--- config.mk ---
export PLATFORM = sky130hd
export DESIGN_NAME = mult16_seq
export DESIGN_NICKNAME = d
export VERILOG_FILES = /design/src/rtl/mult16_seq_pkg.sv /design/src/rtl/mult16_seq_add16.sv /design/src/rtl/mult16_seq.sv
export SDC_FILE = /design/constraint.sdc
export NUM_CORES = 1
export LEC_CHECK = 0
export CAP_MARGIN = 10
export CORE_MARGIN = 2
export CORE_UTILIZATION = 57
export DETAILED_ROUTE_END_ITERATION = 6
export DONT_BUFFER_PORTS = 1
export GPL_TIMING_DRIVEN = 0
export PLACE_DENSITY = 0.83
export SLEW_MARGIN = 0
export SYNTH_ARGS = -nofsm -noshare
export SYNTH_HDL_FRONTEND = slang
export SYNTH_SLANG_ARGS = --single-unit
--- constraint.sdc ---
create_clock -name clk -period 2.1 [get_ports clk]
set_input_delay 0.315 -clock clk [delete_from_list [all_inputs] [get_ports clk]]
set_output_delay 0.315 -clock clk [all_outputs]
set_load 0.02 [all_outputs]
--- src/rtl/mult16_seq_pkg.sv ---
// Shared definitions for the 16-bit sequential shift-add multiplier.
package mult16_seq_pkg;

  // Datapath width of operands, accumulator and result
  localparam int WIDTH = 16;

  // Iteration counter width (counts 0 .. ITERS-1 with headroom)
  localparam int CNT_W = 5;

  // Controller states
  typedef enum logic [1:0] {
    IDLE = 2'd0,
    RUN  = 2'd1,
    DONE = 2'd2
  } state_e;

endpackage : mult16_seq_pkg

--- src/rtl/mult16_seq_add16.sv ---
// 16-bit adder; the sum wraps modulo 2^16 and the carry is discarded.
module mult16_seq_add16
  import mult16_seq_pkg::*;
(
  input  logic [WIDTH-1:0] x,
  input  logic [WIDTH-1:0] y,
  output logic [WIDTH-1:0] sum
);

  // Plain wrapping addition; the carry out is deliberately not kept
  assign sum = x + y;

endmodule : mult16_seq_add16

--- src/rtl/mult16_seq.sv ---
// Sequential shift-add multiplier returning the low 16 bits of a*b.
// One partial product is folded in per clock for ITERS cycles.
module mult16_seq
  import mult16_seq_pkg::*;
#(
  parameter int ITERS = 16
) (
  input  logic             clk,
  input  logic             reset,
  input  logic             start,
  input  logic [WIDTH-1:0] a,
  input  logic [WIDTH-1:0] b,
  output logic [WIDTH-1:0] out,
  output logic             busy,
  output logic             done
);

  localparam logic [CNT_W-1:0] LAST_CNT = CNT_W'(ITERS - 1);

  state_e           state_q,  state_d;
  logic [WIDTH-1:0] mcand_q,  mcand_d;
  logic [WIDTH-1:0] mplier_q, mplier_d;
  logic [WIDTH-1:0] acc_q,    acc_d;
  logic [WIDTH-1:0] out_q,    out_d;
  logic [CNT_W-1:0] cnt_q,    cnt_d;

  logic [WIDTH-1:0] sum_s;
  logic [WIDTH-1:0] acc_step_s;

  // Single shared adder: accumulator plus shifted multiplicand
  mult16_seq_add16 u_add16 (
    .x   (acc_q),
    .y   (mcand_q),
    .sum (sum_s)
  );

  // Accumulator value after the current iteration (add only when multiplier LSB set)
  assign acc_step_s = mplier_q[0] ? sum_s : acc_q;

  // Next-state and datapath update for the IDLE/RUN/DONE controller
  always_comb begin
    state_d  = state_q;
    mcand_d  = mcand_q;
    mplier_d = mplier_q;
    acc_d    = acc_q;
    out_d    = out_q;
    cnt_d    = cnt_q;
    case (state_q)
      IDLE: begin
        if (start) begin
          mcand_d  = a;
          mplier_d = b;
          acc_d    = {WIDTH{1'b0}};
          cnt_d    = {CNT_W{1'b0}};
          state_d  = RUN;
        end else begin
          state_d  = IDLE;
        end
      end
      RUN: begin
        acc_d    = acc_step_s;
        mcand_d  = {mcand_q[WIDTH-2:0], 1'b0};
        mplier_d = {1'b0, mplier_q[WIDTH-1:1]};
        cnt_d    = cnt_q + 5'd1;
        // Always run the full ITERS iterations, even once mplier is zero
        if (cnt_q == LAST_CNT) begin
          out_d   = acc_step_s;
          state_d = DONE;
        end else begin
          state_d = RUN;
        end
      end
      DONE: begin
        state_d = IDLE;
      end
      default: begin
        state_d = IDLE;
      end
    endcase
  end

  // State and datapath registers with synchronous reset
  always_ff @(posedge clk) begin
    if (reset) begin
      state_q  <= IDLE;
      mcand_q  <= {WIDTH{1'b0}};
      mplier_q <= {WIDTH{1'b0}};
      acc_q    <= {WIDTH{1'b0}};
      out_q    <= {WIDTH{1'b0}};
      cnt_q    <= {CNT_W{1'b0}};
    end else begin
      state_q  <= state_d;
      mcand_q  <= mcand_d;
      mplier_q <= mplier_d;
      acc_q    <= acc_d;
      out_q    <= out_d;
      cnt_q    <= cnt_d;
    end
  end

  // Status flags decoded purely from the state register
  assign busy = (state_q == RUN);
  assign done = (state_q == DONE);
  assign out  = out_q;

endmodule : mult16_seq

## Yosys cells after proc, flatten, opt, wreduce, memory -nomap -nowiden

Cells that the tools add are included.

- Flip-flop bits (word level): 71
- Input bits: 35
- Output and inout port bits: 18
- Word-level logic and storage cells: 28

- Add/sub/neg operators: 2
- Equality and inequality tests: 4
- Multiplexer cells: 12
- Reductions and logical operators: 4

Operator list:

| operator | number |
|---|---|
| one-hot mux 16 bit (2 select lines) | 3 |
| 2-to-1 mux 16 bit | 4 |
| adder 16 bit | 1 |
| one-hot mux 5 bit (2 select lines) | 1 |
| adder 5 x 1 -> 5 bit (second input constant) | 1 |
| equality test 5 x 4 -> 1 bit (second input constant) | 1 |
| 2-to-1 mux 5 bit | 1 |
| one-hot mux 2 bit (2 select lines) | 1 |
| AND reduction 2 bit | 2 |
| equality test 2 x 1 -> 1 bit (second input constant) | 1 |
| equality test 2 bit (second input constant) | 1 |
| zero test 2 bit | 1 |
| 2-to-1 mux 2 bit | 1 |
| != test 2 bit (second input constant) | 1 |
| nonzero test 2 bit | 1 |
| 2-to-1 mux 1 bit | 1 |

## Longest topological paths before layout

- Depth after elaboration: 3
- Depth in mapped cells: 8
- Mapped depth without buffers: 8

## Cells and area by module

From an unflattened synthesis, not the netlist that was laid out.

- Cells, all modules: 402
- Area total of the unflattened synthesis: 3,734.8 um2

Modules (own cells, without submodules):

| module | times used | cells each | area an instance (um2) | sequential area each (um2) |
|---|---|---|---|---|
| mult16_seq | 1 | 301 | 2,965.3 | 1,421.4 |
| mult16_seq_add16 | 1 | 101 | 769.5 | 0.0 |

## Worst setup path before layout

Ideal clock, no wire load.

- Path type: register to register
- Start point: register mcand_q[2]
- End point: register out_q[15] (netlist: out[15])
- Setup time: 0.115 ns
- Arrival time: 2.185 ns
- Required time: 1.985 ns
- Slack: -0.200 ns
- Stages on the path, launching flop included: 8
- Buffers on the path: 0
- Period minus slack after synthesis: 2.300 ns
- Cell sequence: dfxtp_1 -> ha_1 -> a21oi_1 -> a2111o_1 -> a211o_1 -> and4_4 -> or4_1 -> and3_1

- Cells in the longest elaborated chain, start to end: 2

Ends and longest elaborated chain:

| what | line | source |
|---|---|---|
| start: declaration | mult16_seq.sv:21 | `logic [WIDTH-1:0] mcand_q, mcand_d;` |
| start signal: assignment | mult16_seq.sv:86 | `mcand_q <= {WIDTH{1'b0}};` |
| start signal: assignment | mult16_seq.sv:93 | `mcand_q <= mcand_d;` |
| adder 16 bit | mult16_seq_add16.sv:11 | `assign sum = x + y;` |
| 2-to-1 mux 16 bit | mult16_seq.sv:38 | `assign acc_step_s = mplier_q[0] ? sum_s : acc_q;` |
| end signal: assignment | mult16_seq.sv:89 | `out_q <= {WIDTH{1'b0}};` |
| end signal: assignment | mult16_seq.sv:96 | `out_q <= out_d;` |
| end: declaration | mult16_seq.sv:24 | `logic [WIDTH-1:0] out_q, out_d;` |

Every way passes these cells.
A chain may end at the register's enable or synchronous reset.

## Worst setup path after layout

Same ends and word-level chain as after synthesis.

==> metrics.md <==
| Metric | Value |
|---|---|
| Met3 routed WL | 865 µm |
| Worst slack, placed | -0.354 ns |
| Leak | 1.55 nW |
| Initial DRC Count | 397 |
| Clk_lat worst skew | 0.35 ns |
| Hpwl dp | 6870 µm |
| Starting Density | 60.0% |
| Pins over their slew limit | 0 |
| CP cell instances | ha_4 -> nand3_2 -> a2111o_1 -> a211o_1 -> and4_4 -> or4_1 -> and3_1 |
| Synthesized area | 3590 µm² |
| Antenna viol nets, final | 0 |
| Area Overhead vs Synth | 21.5% |
| Worst path arrival time | 2.62 ns |
| Fin crit share | 113% |
| RSZ-0062 raised after global routing | yes |
| Post-Syn Instances | 441 |
| Share of cells above drive strength 1 | 19.4% |
| Hold-fix buffers at CTS | 0 |
| Failing checks | setup timing |
| Vias per cell | 6.46 |
| Unique masters post-synth | 49 |
| PortBufs | 0 |
| Die X-Extent | approximately 83 µm |
| Final Instance Area | 4370 µm² |
| Status | complete, but fails checks |
| Fin crit period | 2.36 ns |
| Worst path slowest cell | a2111o_1 |
| Die Area | 6960 µm² |
| Filler cell count | between 400 and 500 |
| Core ar. | 5990 µm² |
| Power Density | around 700 nW/µm² |
| Final Wtd Congestion | about 0.9 |
| Worst Path Required | 2.35 ns |
| Max clock buf depth | 2 |
| Final hold violations | 0 |
| Clk slew on worst S/H paths | about 0.080 ns |
| Met1 WL | 4380 µm |
| TritonCTS Sinks | slightly above 70 |
| First-pass DRT Iterations | 6 |
| Worst slew margin | between 40% and 50% |
| Syn Area/Cell | 8.15 µm² |
| CTS tree | yes |
| Seq/Total Area, Yosys | 39.6% |
| Fmax | 423 MHz |
| Fin Clk Skew | 0.00973 ns |
| Congestion Overflow GR | 0 |
| Net count, final | 518 |
| Prevailing post-synth register cell | dfxtp_1 |
| Cts bufs inserted | 9 |
| Number of global-route vias before repair | 3338 |
| Worst vdd ir | around 0.5 mV |
| Fraction of registers with async set/reset | 0% |
| DP Area | 3760 µm² |
| Met2 routed WL | 4700 µm |
| Total GRT Usage | just under 30% |
| Diode count | 0 |
| Max stage delay on crit path | 0.47 ns |
| H-tree Lvls | 3 |
| I/O pin total | between 50 and 60 |
| Drt drc | 0 |
| Rows | 28 |
| CP Capture Type | flip-flop |
| Max-cap violations | 0 |
| Setup violations, final | 15 |
| Top routing layer used | met4 |
| Synthesis warning total | 0 |
| First-pass GRT wire length | 16200 µm |
| CTS root buffer | clkbuf_8 |
| Least-Margin Pin Slew | between 0.8 and 0.9 ns |
| Detailed Route WL | 10100 µm |
| Crit path launch type | flip-flop |
| Post-synth EDFFs | 0 |
| Crit Path Max Fanout | 5 |
| Setup ws final | -0.264 ns |
| Worst min path class | input port to flip-flop |
| Initial antenna violation count | 0 |
| Largest net degree at the start of global routing | 13 |
| Die height | 83.4 µm |
| Drt wl/cell | 18.6 µm |
| Vias | 3523 |
| Yosys reg bits | 71 |
| Synth Net Count | approximately 490 |
| Kind of critical path | flip-flop to flip-flop |
routing by layer:
layer / global-route usage [%] / vias up
met4: 10.7 / 0
met5: 0 / -
met1: 38.1 / 1661
met3: 7.26 / 24
met2: 46.0 / 182
li1: - / 1656
synthesized netlist by cell type (all sizes together) (2+ instances only):
library cell	n	area (µm²)
nand3	18	90.1
o211ai	2	15.0
a22oi	32	240
or3	5	31.3
nand2	53	199
buf	7	48.8
and4	4	37.5
nor2b	2	12.5
ha	17	213
o21ai	14	70.1
xor2	2	17.5
a211oi	9	72.6
mux2i	5	50.1
a32oi	3	26.3
inv	11	41.3
o41ai	2	17.5
a211o	2	18.8
o21a	3	22.5
a21o	6	46.3
a311oi	3	26.3
a31oi	7	43.8
and2	5	31.3
nand2b	2	12.5
dfxtp	71	1420
nor2	43	161
o31ai	2	15.0
xnor2	5	43.8
nor3	5	25.0
a21oi	60	300
clkbuf	22	82.6
nand4	3	18.8
and3	3	18.8
mux2	2	22.5
worst paths after layout:
check	start	endpoint	slack [ns]	cells after the start
worst min-delay path	reset	out[14]	0.06	1
worst max-delay path	mcand_q[2]	out[15]	-0.26	7
worst max register to register	mcand_q[2]	out[15]	-0.26	7
worst min register to register	mplier_q[7]	mplier_q[7]	0.46	2
worst max-delay path: cells and delay by family (launching register included):
kind | cells | cell delay (ns)
AO/OA/AOI/OAI | 2 | 0.79
adder cells (fa/ha/maj) | 1 | 0.30
flip-flops | 1 | 0.37
AND/OR/NAND/NOR | 4 | 0.80
cell type report:
type                       instances  area [µm²]  area share [%]
timing repair buffer              14         109            2.49
multi-input combinational        329        2320            53.2
sequential                        71        1440            33.0
tap                               75        93.8            2.15
inverter                          12        45.0            1.03
clock buffer                      11         141            3.24
buffer                            28         131            3.01
clock inverter                     5        81.3            1.86
power by group:
part	internal (W)	total (W)	leakage, nW	switching, W
Clock	0.000702	0.00122	0.110	0.000520
Sequential	0.00140	0.00145	0.583	0.0000499
Combinational	0.000133	0.000384	0.856	0.000250
Total	0.00223	0.00305	1.55	0.000821
flip-flops by register name, summed over array words and instances (netlist names):
register  cells
acc_q        16
cnt_q         5
mcand_q      16
mplier_q     16
out          16
state_q       2
stage by stage:
stage | TNS [ns] | total power, W | util, % | std cells | hold WS [ns]
after detailed placement | -3.31 | 0.00180 | 62.7 | 516 | 0.431
after global placement | -2.66 | 0.00179 | 62.7 | 516 | 0.421
after global routing | -3.12 | 0.00315 | 72.9 | 545 | 0.0602
final | -1.93 | 0.00305 | 72.9 | 545 | 0.0603
after CTS | -2.29 | 0.00301 | 69.6 | 539 | 0.0598
after floorplan | -0.329 | 0.00171 | - | 441 | 0.417
layout by cell type (no fill, tap or decap), types with 4 or more instances in the layout:
cell type   n
a211oi_1    5
a21o_1      4
a21oi_1    56
a22oi_1    31
a31oi_1     5
and2_1      5
buf_4      13
buf_6       4
clkbuf_1   20
clkbuf_8   10
dfxtp_1    62
dfxtp_2     6
ha_1        9
ha_4        8
inv_1      11
mux2i_1     4
nand2_1    52
nand3_1    16
nor2_1     41
nor3_1      4
o21ai_0     8
xnor2_1     4
cell families after synthesis:
family,Yosys count,synth area share (%)
buffers and inverters,41,4.91
AND/OR/NAND/NOR,146,18.3
AO/OA/AOI/OAI,151,27.0
multiplexers,7,2.02
adder cells (fa/ha/maj),18,6.48
XOR/XNOR,7,1.71
flip-flops,71,39.6
timing repair:
| action | CTS | global route |
|---|---|---|
| pin swaps | 19 | 16 |
| buffers inserted | 7 | 7 |
| endpoints found under the setup margin | 19 | 30 |
| resized for setup | 27 | 35 |
(Power assumes the default switching activity.)
==> RTL change (config.mk and constraints unchanged) <==
Change the package constant `CNT_W` from 5 to 10.
--- a/src/rtl/mult16_seq_pkg.sv
+++ b/src/rtl/mult16_seq_pkg.sv
@@ -5,7 +5,7 @@
   localparam int WIDTH = 16;
 
   // Iteration counter width (counts 0 .. ITERS-1 with headroom)
-  localparam int CNT_W = 5;
+  localparam int CNT_W = 10;
 
   // Controller states
   typedef enum logic [1:0] {
Function: no difference found for any inputs over 10 cycles, from zero or initial values and one cycle with reset high; that may be too few to reach the edited logic, so the function may still have changed.
==> RTL change against the original RTL <==
- the flow still finishes with violations (setup timing)
- area after synthesis is 9.7% higher
- final cell count is 2.9% higher
- sequential share of layout area is 0.74 points higher
- design area is 4.6% higher
- sequential cell count is 5 higher
- wire length is 9.4% higher
- sequential power is 8% higher
- total power is 3.6% higher
- highest routed layer unchanged
- synthesized cell count is 3.6% higher
- setup slack better by 100 ps
- critical endpoint is now out[14]
==> RTL change: results (changes against the original RTL) <==
status finished, violations left; failing checks setup timing; total nets after synthesis 509 (+3.0%); final setup margin -160 ps (+104 ps); Worst R2R Start mcand_q[0]; Sw Ratio 28.5% (+1.6 points); Synth Register Bits 76 (+7.0%); crit path max fanout 4 (-1); Total Routing Usage GR 28.7% (-0.30 points); Hold Startpoint b[15]; wire length of the first global-routing pass 16,900 um (+4.2%); library cells used by synthesis 53 (+8.2%); Worst-Margin Slew 717 ps (-84.3 ps); dpl hpwl 7380 um (+7.5%); Post-synth top cells 76 x dfxtp_1, 45 x nor2_1, 36 x inv_1; Clock Skew 9.37 ps (-0.358 ps); number of global-route vias before repair 3,449 (+3.3%); Synth area leaders dfxtp_1 39%, a221oi_1 6.7%, ha_1 5.1%; Max VDD drop 0.529 mV (+7.5%); placed cell area 4050 um2 (+7.7%); largest net degree at the start of global routing 13 (unchanged); family with the most delay on the worst path compound AO/OA/AOI/OAI gates; GPL Wtd Cong 0.888 (-4.3%); Setup-failing EPs final 12 (-3); Num CTS Buffers 9 (unchanged); sequential element share of the synthesized area 38.6% (-0.98 points); asr flop ratio synth 0% (unchanged); clk buf depth 2 (unchanged); Worst EP arrival 2500 ps (-120 ps); ratio of cells with drive above 1 in the final layout 20.4% (+1.0 points); max incr delay on CP 390 ps (-80 ps); Via density 6.66 (+3.1%); drt first-iter violations 396 (-0.25%); Pleak 1.63 nW (+5.6%); nets 529 (+2.1%); Setup CP Type register to register; Syn. warnings 0 (unchanged); Crit-path slowest cell fa_2; Routed wire per std cell 19.8 um (+6.3%)
[RTL change: cell families after synthesis]
family,Yosys count,synth area share [%]
xor gates and xnor gates,13,2.89
and+or+nand+nor,112,13.2
AOI/OAI and AO/OA,157,29.3
muxes,12,3.17
adders and majority gates,17,5.58
DFF,76,38.6
buffers and inverters,70,7.30
[RTL change: worst paths after layout]
check / end / slack, ps / cells past startpoint
hold reg to reg: mplier_q[10] / 480 / 2
hold / removal: mplier_q[15] / 110 / 2
setup / recovery: out[14] / -160 / 9
setup reg to reg: out[14] / -160 / 9
[RTL change: layout make-up]
type	instances	area (um2)
fill	538	2190
clock inverter	4	50.0
multi-input combinational	311	2370
inverter	39	146
buffer	29	139
tap	80	100
timing repair buffer	11	82.6
clock buffer	11	141
sequential	76	1540
[RTL change: metrics by stage]
step                TNS, ps  power, mW  setup WS, ps  hold slack, ps  instances
floorplan                 0       1.88          9.78             447        457
global placement      -1240       1.97          -253             455        537
global route          -1920       3.28          -219             113        561
finish                 -870       3.16          -160             110        561
CTS                    -488       3.10          -147             102        557
detailed placement    -1790       1.98          -292             462        537
[RTL change: per-layer routing]
layer  up-vias  global-route usage (%)  share of wire, %  wire [um]
li1       1731                       -                 -          -
met1      1762                    35.8                39       4350
met2       199                    47.1                49       5470
met3        47                    7.01               8.3        918
met4         0                    12.4               3.2        351
met5         -                       0                 0          0
[RTL change: worst register-to-register path, stage by stage, from the launching register on]
cell       delay (ps)
dfxtp_4           360
ha_4              170
fa_2              390
a21oi_4           250
nor3_4             70
a2111oi_4         250
o21ai_2           140
a21oi_2           200
xor2_2            250
o41ai_2            80
[RTL change: repair_timing]
action	CTS	global route
pin swaps	14	23
hold buffers	0	0
buffers inserted	6	6
resized for setup	17	41
setup endpoints to repair	16	21
[RTL change: power by group through the flow]
stage,sequential [mW],clock [mW],combinational (mW)
CTS,1.56,1.13,0.412
global placement,1.59,0,0.378
finish,1.57,1.13,0.464
detailed placement,1.59,0,0.392
global route,1.57,1.21,0.501
floorplan,1.57,0,0.311
